**src/rtl/sensor_poll_seq_if.sv**
```systemverilog
// AXI-lite style channels between the sensor poll sequencer (master) and the I2C sensor bridge (slave).
// Latency: none, wires only.
// Backpressure: each channel transfers on a posedge where its valid and ready are both high.
interface sensor_poll_seq_if;
  logic [31:0] axi_araddr;
  logic        axi_arvalid;
  logic        axi_arready;
  logic [31:0] axi_rdata;
  logic        axi_rvalid;
  logic        axi_rready;
  logic [31:0] axi_awaddr;
  logic        axi_awvalid;
  logic        axi_awready;
  logic [31:0] axi_wdata;
  logic        axi_wvalid;
  logic        axi_wready;
  logic        b_ready;
  logic        b_valid;

  modport master (
    output axi_araddr, axi_arvalid, axi_rready,
    output axi_awaddr, axi_awvalid, axi_wdata, axi_wvalid, b_ready,
    input  axi_arready, axi_rdata, axi_rvalid,
    input  axi_awready, axi_wready, b_valid
  );

  modport slave (
    input  axi_araddr, axi_arvalid, axi_rready,
    input  axi_awaddr, axi_awvalid, axi_wdata, axi_wvalid, b_ready,
    output axi_arready, axi_rdata, axi_rvalid,
    output axi_awready, axi_wready, b_valid
  );
endinterface

```
**src/rtl/sensor_poll_seq.sv**
```systemverilog
// Autonomous sensor sampler: two config writes, conversion wait, NREAD byte reads packed into a snapshot.
// Latency: one sample = 2 write transactions + CONV_CYCLES + NREAD read transactions + 1 cycle.
// Backpressure: holds valid/address/data until the bridge accepts; a watchdog aborts any stalled wait.
module sensor_poll_seq #(
  parameter int          NREAD          = 8,
  parameter logic [7:0]  BASE_REG       = 8'hF7,
  parameter logic [7:0]  HUM_REG        = 8'hF2,
  parameter logic [7:0]  MEAS_REG       = 8'hF4,
  parameter logic [31:0] CONV_CYCLES    = 32'd4_000_000,
  parameter logic [31:0] PERIOD_CYCLES  = 32'd83_000_000,
  parameter logic [31:0] TIMEOUT_CYCLES = 32'd50_000_000
) (
  input  logic                 clk,
  input  logic                 rst,
  input  logic                 enable,
  input  logic                 start,
  input  logic [7:0]           cfg_ctrl_hum,
  input  logic [7:0]           cfg_ctrl_meas,
  sensor_poll_seq_if.master    bus,
  output logic                 busy,
  output logic [8*NREAD-1:0]   sample_data,
  output logic                 sample_valid,
  output logic [15:0]          sample_count,
  output logic                 nack_err,
  output logic                 timeout_err
);

  typedef enum logic [2:0] {
    IDLE, WR_A, WR_B, CONV_WAIT, RD_A, RD_R, DONE, PERIOD_WAIT
  } state_t;

  localparam logic [3:0] LAST_IDX = 4'(NREAD - 1);

  state_t              state, state_nxt;
  logic [31:0]         cnt;
  logic                wr_idx;
  logic [3:0]          rd_idx;
  logic [3:0]          rd_next;
  logic                aw_done, w_done;
  logic                aw_fire, w_fire, ar_fire;
  logic                watched, timed, wd_expire;
  logic [31:0]         aw_addr, w_data, ar_addr;
  logic [8*NREAD-1:0]  shadow;
  logic                unused_rdata;

  assign unused_rdata = ^bus.axi_rdata[31:9];

  assign aw_fire = bus.axi_awvalid && bus.axi_awready;
  assign w_fire  = bus.axi_wvalid  && bus.axi_wready;
  assign ar_fire = bus.axi_arvalid && bus.axi_arready;

  assign watched = (state == WR_A) || (state == WR_B) || (state == RD_A) || (state == RD_R);
  assign timed   = (state != IDLE) && (state != DONE);
  assign rd_next = (state == RD_R) ? rd_idx + 4'd1 : 4'd0;

  // Channel outputs follow the state; each write valid retires on its own transfer.
  assign bus.axi_awvalid = (state == WR_A) && !aw_done;
  assign bus.axi_wvalid  = (state == WR_A) && !w_done;
  assign bus.b_ready     = (state == WR_B);
  assign bus.axi_arvalid = (state == RD_A);
  assign bus.axi_rready  = (state == RD_R);
  assign bus.axi_awaddr  = aw_addr;
  assign bus.axi_wdata   = w_data;
  assign bus.axi_araddr  = ar_addr;
  assign busy            = (state != IDLE) && (state != PERIOD_WAIT);

  // Next-state selection, with the watchdog overriding any wait that made no progress.
  always_comb begin
    state_nxt = state;
    wd_expire = 1'b0;
    case (state)
      IDLE:        if (start || enable) state_nxt = WR_A;
      WR_A:        if ((aw_done || aw_fire) && (w_done || w_fire)) state_nxt = WR_B;
      WR_B:        if (bus.b_valid) state_nxt = wr_idx ? CONV_WAIT : WR_A;
      CONV_WAIT:   if (cnt == CONV_CYCLES - 32'd1) state_nxt = RD_A;
      RD_A:        if (ar_fire) state_nxt = RD_R;
      RD_R:        if (bus.axi_rvalid) state_nxt = (rd_idx == LAST_IDX) ? DONE : RD_A;
      DONE:        state_nxt = enable ? PERIOD_WAIT : IDLE;
      PERIOD_WAIT: begin
        if (start)                                state_nxt = WR_A;
        else if (!enable)                         state_nxt = IDLE;
        else if (cnt == PERIOD_CYCLES - 32'd1)    state_nxt = WR_A;
      end
      default:     state_nxt = IDLE;
    endcase
    if (watched && (state_nxt == state) && (cnt == TIMEOUT_CYCLES - 32'd1)) begin
      state_nxt = IDLE;
      wd_expire = 1'b1;
    end
  end

  // State, counters, transaction registers, snapshot and sticky error flags.
  always_ff @(posedge clk) begin
    if (!rst) begin
      state        <= IDLE;
      cnt          <= '0;
      wr_idx       <= 1'b0;
      rd_idx       <= '0;
      aw_done      <= 1'b0;
      w_done       <= 1'b0;
      aw_addr      <= '0;
      w_data       <= '0;
      ar_addr      <= '0;
      shadow       <= '0;
      sample_data  <= '0;
      sample_valid <= 1'b0;
      sample_count <= '0;
      nack_err     <= 1'b0;
      timeout_err  <= 1'b0;
    end else begin
      state        <= state_nxt;
      cnt          <= (!timed || state_nxt != state) ? 32'd0 : cnt + 32'd1;
      sample_valid <= 1'b0;

      // Config bytes are captured as each write begins.
      if (state_nxt == WR_A && state != WR_A) begin
        wr_idx  <= (state == WR_B);
        aw_done <= 1'b0;
        w_done  <= 1'b0;
        aw_addr <= {22'd0, (state == WR_B) ? MEAS_REG : HUM_REG, 2'b00};
        w_data  <= {24'd0, (state == WR_B) ? cfg_ctrl_meas : cfg_ctrl_hum};
      end else if (state == WR_A) begin
        aw_done <= aw_done || aw_fire;
        w_done  <= w_done  || w_fire;
      end

      // Register index wraps modulo 256 by construction of the 8-bit sum.
      if (state_nxt == RD_A && state != RD_A) begin
        rd_idx  <= rd_next;
        ar_addr <= {22'd0, BASE_REG + {4'd0, rd_next}, 2'b00};
      end

      if (state == RD_R && bus.axi_rvalid) begin
        for (int i = 0; i < NREAD; i++) begin
          if (rd_idx == 4'(i)) shadow[i*8 +: 8] <= bus.axi_rdata[7:0];
        end
        if (bus.axi_rdata[8]) nack_err <= 1'b1;
      end

      if (state == DONE) begin
        sample_data  <= shadow;
        sample_valid <= 1'b1;
        sample_count <= sample_count + 16'd1;
      end

      if (wd_expire) timeout_err <= 1'b1;

      if (start && (state == IDLE || state == PERIOD_WAIT)) begin
        nack_err    <= 1'b0;
        timeout_err <= 1'b0;
      end
    end
  end

endmodule

```
**src/flat_wrapper.sv**
```systemverilog
// flat-port wrapper written by rule: the top's interface ports become plain ports
module sensor_poll_seq_flat 
#(
  parameter int          NREAD          = 8,
  parameter logic [7:0]  BASE_REG       = 8'hF7,
  parameter logic [7:0]  HUM_REG        = 8'hF2,
  parameter logic [7:0]  MEAS_REG       = 8'hF4,
  parameter logic [31:0] CONV_CYCLES    = 32'd4_000_000,
  parameter logic [31:0] PERIOD_CYCLES  = 32'd83_000_000,
  parameter logic [31:0] TIMEOUT_CYCLES = 32'd50_000_000
)
  (clk, rst, enable, start, cfg_ctrl_hum, cfg_ctrl_meas, busy, sample_data, sample_valid, sample_count, nack_err, timeout_err, bus_axi_araddr, bus_axi_arvalid, bus_axi_rready, bus_axi_awaddr, bus_axi_awvalid, bus_axi_wdata, bus_axi_wvalid, bus_b_ready, bus_axi_arready, bus_axi_rdata, bus_axi_rvalid, bus_axi_awready, bus_axi_wready, bus_b_valid);
  sensor_poll_seq_if bus_i ();
  input  logic clk;
  input  logic rst;
  input  logic enable;
  input  logic start;
  input  logic [7:0] cfg_ctrl_hum;
  input  logic [7:0] cfg_ctrl_meas;
  output logic busy;
  output logic [8*NREAD-1:0] sample_data;
  output logic sample_valid;
  output logic [15:0] sample_count;
  output logic nack_err;
  output logic timeout_err;
  output wire logic [$bits(bus_i.axi_araddr)-1:0] bus_axi_araddr;
  output wire logic [$bits(bus_i.axi_arvalid)-1:0] bus_axi_arvalid;
  output wire logic [$bits(bus_i.axi_rready)-1:0] bus_axi_rready;
  output wire logic [$bits(bus_i.axi_awaddr)-1:0] bus_axi_awaddr;
  output wire logic [$bits(bus_i.axi_awvalid)-1:0] bus_axi_awvalid;
  output wire logic [$bits(bus_i.axi_wdata)-1:0] bus_axi_wdata;
  output wire logic [$bits(bus_i.axi_wvalid)-1:0] bus_axi_wvalid;
  output wire logic [$bits(bus_i.b_ready)-1:0] bus_b_ready;
  input wire logic [$bits(bus_i.axi_arready)-1:0] bus_axi_arready;
  input wire logic [$bits(bus_i.axi_rdata)-1:0] bus_axi_rdata;
  input wire logic [$bits(bus_i.axi_rvalid)-1:0] bus_axi_rvalid;
  input wire logic [$bits(bus_i.axi_awready)-1:0] bus_axi_awready;
  input wire logic [$bits(bus_i.axi_wready)-1:0] bus_axi_wready;
  input wire logic [$bits(bus_i.b_valid)-1:0] bus_b_valid;
  assign bus_axi_araddr = bus_i.axi_araddr;
  assign bus_axi_arvalid = bus_i.axi_arvalid;
  assign bus_axi_rready = bus_i.axi_rready;
  assign bus_axi_awaddr = bus_i.axi_awaddr;
  assign bus_axi_awvalid = bus_i.axi_awvalid;
  assign bus_axi_wdata = bus_i.axi_wdata;
  assign bus_axi_wvalid = bus_i.axi_wvalid;
  assign bus_b_ready = bus_i.b_ready;
  assign bus_i.axi_arready = bus_axi_arready;
  assign bus_i.axi_rdata = bus_axi_rdata;
  assign bus_i.axi_rvalid = bus_axi_rvalid;
  assign bus_i.axi_awready = bus_axi_awready;
  assign bus_i.axi_wready = bus_axi_wready;
  assign bus_i.b_valid = bus_b_valid;
  sensor_poll_seq #(.NREAD(NREAD), .BASE_REG(BASE_REG), .HUM_REG(HUM_REG), .MEAS_REG(MEAS_REG), .CONV_CYCLES(CONV_CYCLES), .PERIOD_CYCLES(PERIOD_CYCLES), .TIMEOUT_CYCLES(TIMEOUT_CYCLES)) u_core (.clk(clk), .rst(rst), .enable(enable), .start(start), .cfg_ctrl_hum(cfg_ctrl_hum), .cfg_ctrl_meas(cfg_ctrl_meas), .bus(bus_i), .busy(busy), .sample_data(sample_data), .sample_valid(sample_valid), .sample_count(sample_count), .nack_err(nack_err), .timeout_err(timeout_err));
endmodule
```
**config.mk**
```make
export PLATFORM = sky130hd
export DESIGN_NAME = sensor_poll_seq_flat
export DESIGN_NICKNAME = d
export VERILOG_FILES = /design/src/rtl/sensor_poll_seq_if.sv /design/src/rtl/sensor_poll_seq.sv /design/src/flat_wrapper.sv
export SDC_FILE = /design/constraint.sdc
export NUM_CORES = 1
export LEC_CHECK = 0
export CAP_MARGIN = 15
export CORE_UTILIZATION = 45
export CTS_BUF_LIST = sky130_fd_sc_hd__clkbuf_8
export CTS_CLUSTER_SIZE = 24
export DETAILED_ROUTE_END_ITERATION = 7
export GPL_ROUTABILITY_DRIVEN = 0
export GPL_TIMING_DRIVEN = 0
export PLACE_DENSITY = 0.79
export RECOVER_POWER = 50
export REMOVE_ABC_BUFFERS = 1
export SETUP_SLACK_MARGIN = 0.15
export SLEW_MARGIN = 20
export SYNTH_ARGS = -nofsm -noshare
export SYNTH_HDL_FRONTEND = slang
export SYNTH_SLANG_ARGS = --single-unit
```
**constraint.sdc**
```tcl
create_clock -name clk -period 2.5 [get_ports clk]
set_input_delay 0.5 -clock clk [delete_from_list [all_inputs] [get_ports clk]]
set_output_delay 0.5 -clock clk [all_outputs]
set_load 0.03 [all_outputs]
```
Yosys cells after proc, flatten, opt, wreduce, memory -nomap -nowiden

Cells that the tools add are included.

Add/sub/neg operators: 4
Equal/unequal tests: 25
Multiplexer cells: 19
Bitwise logic cells: 1
Reductions and logical operators: 40

Operator list:

| cell                                                   | number |
|---|---|
| 2-to-1 mux 3 bit                                       | 12 |
| adder 32 x 1 -> 32 bit (second input constant)         | 1 |
| equality test 32 x 22 -> 1 bit (second input constant) | 1 |
| equality test 32 x 26 -> 1 bit (second input constant) | 1 |
| equality test 32 x 27 -> 1 bit (second input constant) | 1 |
| one-hot mux 3 bit (8 select lines)                     | 1 |
| AND reduction 2 bit                                    | 9 |
| adder 16 x 1 -> 16 bit (second input constant)         | 1 |
| equality test 4 x 3 -> 1 bit (second input constant)   | 4 |
| equality test 3 bit (second input constant)            | 5 |
| logical AND 1 bit                                      | 14 |
| != test 3 bit (second input constant)                  | 3 |
| equality test 4 x 2 -> 1 bit (second input constant)   | 2 |
| logical OR 1 bit                                       | 8 |
| 2-to-1 mux 8 bit                                       | 1 |
| adder 5 x 5 -> 6 bit (first input constant)            | 1 |
| equality test 3 x 1 -> 1 bit (second input constant)   | 2 |
| equality test 3 x 2 -> 1 bit (second input constant)   | 2 |
| OR reduction 2 bit                                     | 3 |
| adder 4 x 1 -> 4 bit (second input constant)           | 1 |
| equality test 4 x 1 -> 1 bit (second input constant)   | 1 |
| logical NOT 4 bit                                      | 1 |
| 2-to-1 mux 2 bit                                       | 2 |
| 2-to-1 mux 4 bit                                       | 1 |
| other kinds (8)                                        | 11 |

Bits in registers: 213
Output and inout bits: 185
Logic and storage cells: 111

Logic depth before layout (Yosys ltp)

Depth after elaboration: 14
Gate-level depth with buffers: 10

Worst setup path after synthesis

Ideal clock, no wire load.

Path type: register to register
From: register u_core.cnt[0]
To: register u_core.aw_addr[4] (netlist: u_core.bus.axi_awaddr[4])
Setup time: 0.115 ns
Data arrival time: 2.255 ns
Required time: 2.385 ns
Path slack: 0.130 ns
Stages on the path, launching flop included: 11
Path buffers: 2
Period minus slack after synthesis: 2.370 ns
Cell sequence: dfxtp_1 ha_1 nand4_1 or2_1 clkbuf_2 o31ai_4 nand2_1 o2111ai_2 buf_2 nor3_2 o21a_1

Longest elaborated chain between the ends: 11

Ends and longest elaborated chain:

| what                               | line                   | RTL |
|---|---|---|
| start, declared                    | sensor_poll_seq.sv:35  | `logic [31:0] cnt;` |
| start signal, assigned             | sensor_poll_seq.sv:112 | `cnt <= (!timed \|\| state_nxt != state) ? 32'd0 : cnt + 32'd1;` |
| equality test 32 x 27 -> 1 bit     | sensor_poll_seq.sv:82  | `else if (cnt == PERIOD_CYCLES - 32'd1) state_nxt = WR_A;` |
| 2-to-1 mux 3 bit                   | sensor_poll_seq.sv:82  |  |
| 2-to-1 mux 3 bit                   | sensor_poll_seq.sv:81  | `else if (!enable) state_nxt = IDLE;` |
| 2-to-1 mux 3 bit                   | sensor_poll_seq.sv:80  | `if (start) state_nxt = WR_A;` |
| one-hot mux 3 bit (8 select lines) | sensor_poll_seq.sv:71  | `case (state)` |
| equality test 3 bit                | sensor_poll_seq.sv:86  | `if (watched && (state_nxt == state) && (cnt == TIMEOUT_CYCLES - 32'd1)) begin` |
| logical AND 1 bit (2 in a row)     | sensor_poll_seq.sv:86  |  |
| 2-to-1 mux 3 bit *                 | sensor_poll_seq.sv:86  |  |
| equality test 3 x 1 -> 1 bit *     | sensor_poll_seq.sv:116 | `if (state_nxt == WR_A && state != WR_A) begin` |
| logical AND 1 bit *                | sensor_poll_seq.sv:116 |  |
| end signal, assigned               | sensor_poll_seq.sv:120 | `aw_addr <= {22'd0, (state == WR_B) ? MEAS_REG : HUM_REG, 2'b00};` |
| end, declared                      | sensor_poll_seq.sv:42  | `logic [31:0] aw_addr, w_data, ar_addr;` |

Every way passes the cells marked *; elsewhere a longest branch is shown, timed or not.
A chain may end at the register's enable or synchronous reset.

Worst setup path after layout

From: register u_core.cnt[14]
To: register u_core.cnt[13]

Longest elaborated chain between the ends: 12

Ends and longest elaborated chain:

| what                               | line |
|---|---|
| equality test 32 x 27 -> 1 bit     | sensor_poll_seq.sv:82 |
| 2-to-1 mux 3 bit                   | sensor_poll_seq.sv:82 |
| 2-to-1 mux 3 bit                   | sensor_poll_seq.sv:81 |
| 2-to-1 mux 3 bit                   | sensor_poll_seq.sv:80 |
| one-hot mux 3 bit (8 select lines) | sensor_poll_seq.sv:71 |
| equality test 3 bit                | sensor_poll_seq.sv:86 |
| logical AND 1 bit (2 in a row)     | sensor_poll_seq.sv:86 |
| 2-to-1 mux 3 bit *                 | sensor_poll_seq.sv:86 |
| != test 3 bit *                    | sensor_poll_seq.sv:112 |
| logical OR 1 bit *                 | sensor_poll_seq.sv:112 |
| OR reduction 2 bit (no line) *     | -- |

Marks and branches as above.

==> results.txt <==
- Measured on the finished design, the core utilization comes to 0.6170.
- Number of max-slew violations in the final report: 0
* Mean number of vias per cell: around 5.3
- After clock tree synthesis, the flow added hold-fix buffers numbering 0.
* Clock Sink Count: 205
- Internal power component: 5177 µW
* Final Hold Violating Endpoints: 0
* Root Buffer: clkbuf_8
* Peak supply drop: 0.0004507 V
- Synthesized flop and latch total: 205
* Post-Syn Instances: 1,082
- Clock latency on the worst-skew pair: 0.54 ns
- In this run the count of I/O pins placed on the die edge is 242.
- Across the routed clock network, the largest skew measured is 0.03860 ns.
- From synthesis to final layout, the design area changed by 32.83%.
- Share of total power in combinational logic: 0.138
- The share of total power dissipated in sequential elements is 0.460.
- Setup-violating endpoint count in the final report: 54
- Power spread over the standard cell area amounts to 592.8 mW/mm².
* Global-route usage over all layers: 0.2213
* Measured slew at the worst slew-check pin: 0.9005 ns
- The floorplan step defined a die boundary enclosing 0.02093 mm².
* Main flop type after synthesis: dfxtp_1
* Via count: between 8k and 9k
* Num CTS Buffers: 36
- Pin count of the biggest net entering global routing: 102
- Multiplexer area fraction after synthesis: 0.04153
- Counting tap cells, the placed design contains a total of between 1k and 1.5k instances.
- During placement, the flow inserted port buffers numbering 144.
* Sequential standard cell area: 0.004139 mm²
* Crit path required time: 2.91 ns
* Number of distinct standard cells referenced by the synthesized netlist: 68
* Most frequent standard cell in the layout excluding fill and tap cells: nand2_1
- After the last flow step, the layout net total stands at 1,320.
- Run status: complete, but fails checks
* Area of the multi-input gates: approximately 0.0048 mm²
- Crit Path Max Fanout: 7
- No sink is reached through more buffers than the 3 on the longest clock path.
- Worst R2R Path Depth: 9
- The complex-gate fraction of the synthesized area came to 0.1187.
- Largest family of logic cells by synthesized area: simple AND/OR/NAND/NOR gates
* Critical path endpoint category: flip-flop
- Final Routed Wirelength: 25,160 µm
- The initial utilization of the core area, before any placement, comes to 0.4645.
- The first global-routing pass estimated between 30,000 and 40,000 µm of wire.
* Net switching share of the total power: 0.2822
- Synth Area in XOR/XNOR: 0.04590
- The share of total power dissipated in the clock network is 0.401.
- Sequential cell area fraction in the yosys report: 0.4481
- Post-layout worst setup margin: -0.3858 ns
- Simple logic cell fraction of the synthesized area: 0.2286
* Reg2reg setup slack: -0.39 ns
- Worst min-delay path startpoint: u_core.shadow[24]
- Syn Area/Cell: 8.465 µm²
- Adder-cell share of the synthesized area: 0.009563
- Max-slew headroom: 0.3978
* RR Endpoint: u_core.cnt[13]
- Detailed-routing iteration count for the pre-antenna-repair pass: 5
- Detailed placer's ending HPWL: ~14,000 µm
- The via count of the first global-routing pass was between 7k and 8k.
- Max-capacitance violation count: 0
* Critical path start-end classification: reg -> reg
- Arr. time, crit path: 3.30 ns
* Launching element type of the critical path: flip-flop
* Antenna violations before repair: 0
* Net switching power: 2035 µW
- Summed over all cells, the static leakage comes to 0.004474 µW.
- CTS tree: done
- H-tree lvl count: 2
* Drt initial violations: 587
- The worst hold path passes through 2 cells.
- Unrepaired setup endpoints after global routing: yes
- Counting flops with an async set or reset pin after synthesis yields a share of 0.
- In this run the critical register-to-register path is launched from u_core.cnt[14].
* Number of synthesis warnings: 0
- The mapped netlist covers between 0.009 and 0.01 mm².
- Leading cell types in the layout, fill and taps excluded: nand2_1, dfxtp_1, clkdlybuf4s50_1
- For the finished layout, the period the worst path requires is 2.886 ns.
- The total overflow left after global routing is 0.
* Number of core rows: 51
* Die Wd: 144.7 µm
- Post-CTS clock slew at the launch and capture registers of the worst setup and hold paths: 0.06 ns
- In this run the vertical extent of the chip is 144.7 µm.
* Hold Path Class: reg -> reg
- Final period utilization: 1.154
- Hold EP: u_core.sample_data[24]
- Of the cells placed in the final design, the portion with a size suffix greater than 1 is 0.1775.
* Non-Filler Instances: between 1.5k and 2k
- Post-synth EDFFs: 0
- The floorplan step defined a core boundary enclosing 0.01972 mm².
* Average wire length per cell after detail routing: 16.29 µm
- Residual antenna-violating net count after detailed routing: 0
- Counting the fill cells in the layout gives 1,542.
* DR DRC count: 0
- The checks that failed: negative setup slack.
- Antenna Diode Count: 0
- Max Clk Rate: 0.3465 GHz
[power by group through the flow]
stage / clock network [µW] / logic, µW / registers (µW)
floorplan: 0 / 383 / 3460
global placement: 0 / 670 / 3400
detailed placement: 0 / 709 / 3400
CTS: 2940 / 862 / 3320
global route: 3100 / 1040 / 3320
finish: 2900 / 998 / 3320
[Yosys cell counts (all sizes together), types with 11 or more instances]
cell type / number / area share
a21oi: 122 / 0.068
and3: 12 / 0.0082
buf: 96 / 0.079
clkbuf: 55 / 0.023
dfxtp: 205 / 0.45
inv: 13 / 0.0053
mux2i: 38 / 0.042
nand2: 215 / 0.088
nand3: 63 / 0.034
nand4: 11 / 0.0075
nor2: 61 / 0.025
nor3: 41 / 0.028
o21ai: 12 / 0.0066
xnor2: 21 / 0.020
xor2: 27 / 0.026
[metal layers]
metal	vias up	routed length, µm	GRT usage
met2	357	12250	0.3753
met4	0	1098	0.1069
met3	87	1749	0.05265
met5	-	0	0
li1	3869	-	-
met1	3864	10060	0.2624
[cell families (layout without fill, tap and decap cells)]
family,count (synthesis),after routing
AND/OR/NAND/NOR,446,447
flip-flops,205,205
AO/OA/AOI/OAI,172,174
buffers and inverters,165,286
XOR/XNOR,48,48
multiplexers,38,38
adder cells (fa/ha/maj),7,7
other,1,74
[layout make-up]
class | count | area share
Multi-Input combinational cell | 788 | 0.3957
Sequential cell | 205 | 0.3402
Timing Repair Buffer | 211 | 0.1762
Clock buffer | 41 | 0.04638
Tap cell | 265 | 0.02726
Clock inverter | 20 | 0.008537
Inverter | 14 | 0.005760
[state kept, by name, indices dropped and copies added, names as in the netlist, 3 cells and up]
register               flops
u_core.rd_idx              4
u_core.sample_count       16
u_core.bus.axi_awaddr      3
u_core.shadow             64
u_core.state               3
u_core.cnt                32
u_core.bus.axi_araddr      6
u_core.bus.axi_wdata       8
u_core.sample_data        64
[metrics by stage]
stage | power, µW | hold WS, ns | setup TNS (ns) | setup slack, ns | area [µm²]
5_1_grt | 7464 | 0.4547 | -17.28 | -0.5337 | 12170
4_1_cts | 7125 | 0.4408 | 0 | 0.01069 | 11710
3_3_place_gp | 4067 | 0.4361 | -404.47 | -3.781 | 10280
6_report | 7212 | 0.4377 | -8.713 | -0.3858 | 12170
2_1_floorplan | 3840 | 0.4313 | -118.14 | -1.930 | 8503
3_5_place_dp | 4108 | 0.4431 | -71.10 | -1.243 | 10420
[worst max-delay path, cell delays in order (launching register included)]
cell       delay, ns
dfxtp_1         0.37
nor4b_2         0.34
nand4_1         0.24
buf_4           0.21
o31ai_4         0.33
a311oi_4        0.22
a21oi_4         0.35
o2111ai_4       0.22
buf_12          0.24
nor3_1          0.25
[worst max-delay path by stage]
stage / startpoint / endpoint / slack, ns
finish: u_core.cnt[14] / u_core.cnt[13] / -0.39
floorplan: u_core.state[0] / u_core.cnt[1] / -1.93
CTS: u_core.state[2] / u_core.bus.axi_araddr[2] / 0.01
detailed placement: bus_axi_rvalid / u_core.cnt[11] / -1.24
global route: u_core.cnt[13] / u_core.cnt[13] / -0.53
global placement: u_core.state[2] / u_core.cnt[8] / -3.78
[repair_timing]
action | in CTS | in global routing
pin swaps | 31 | 39
endpoints found under the setup margin | 104 | 72
resized for setup | 78 | 70
setup buffers | 39 | 18
cloned | 3 | 4
hold endpoints to repair | 0 | 0
Note: power is estimated with default switching activity, not from simulation.
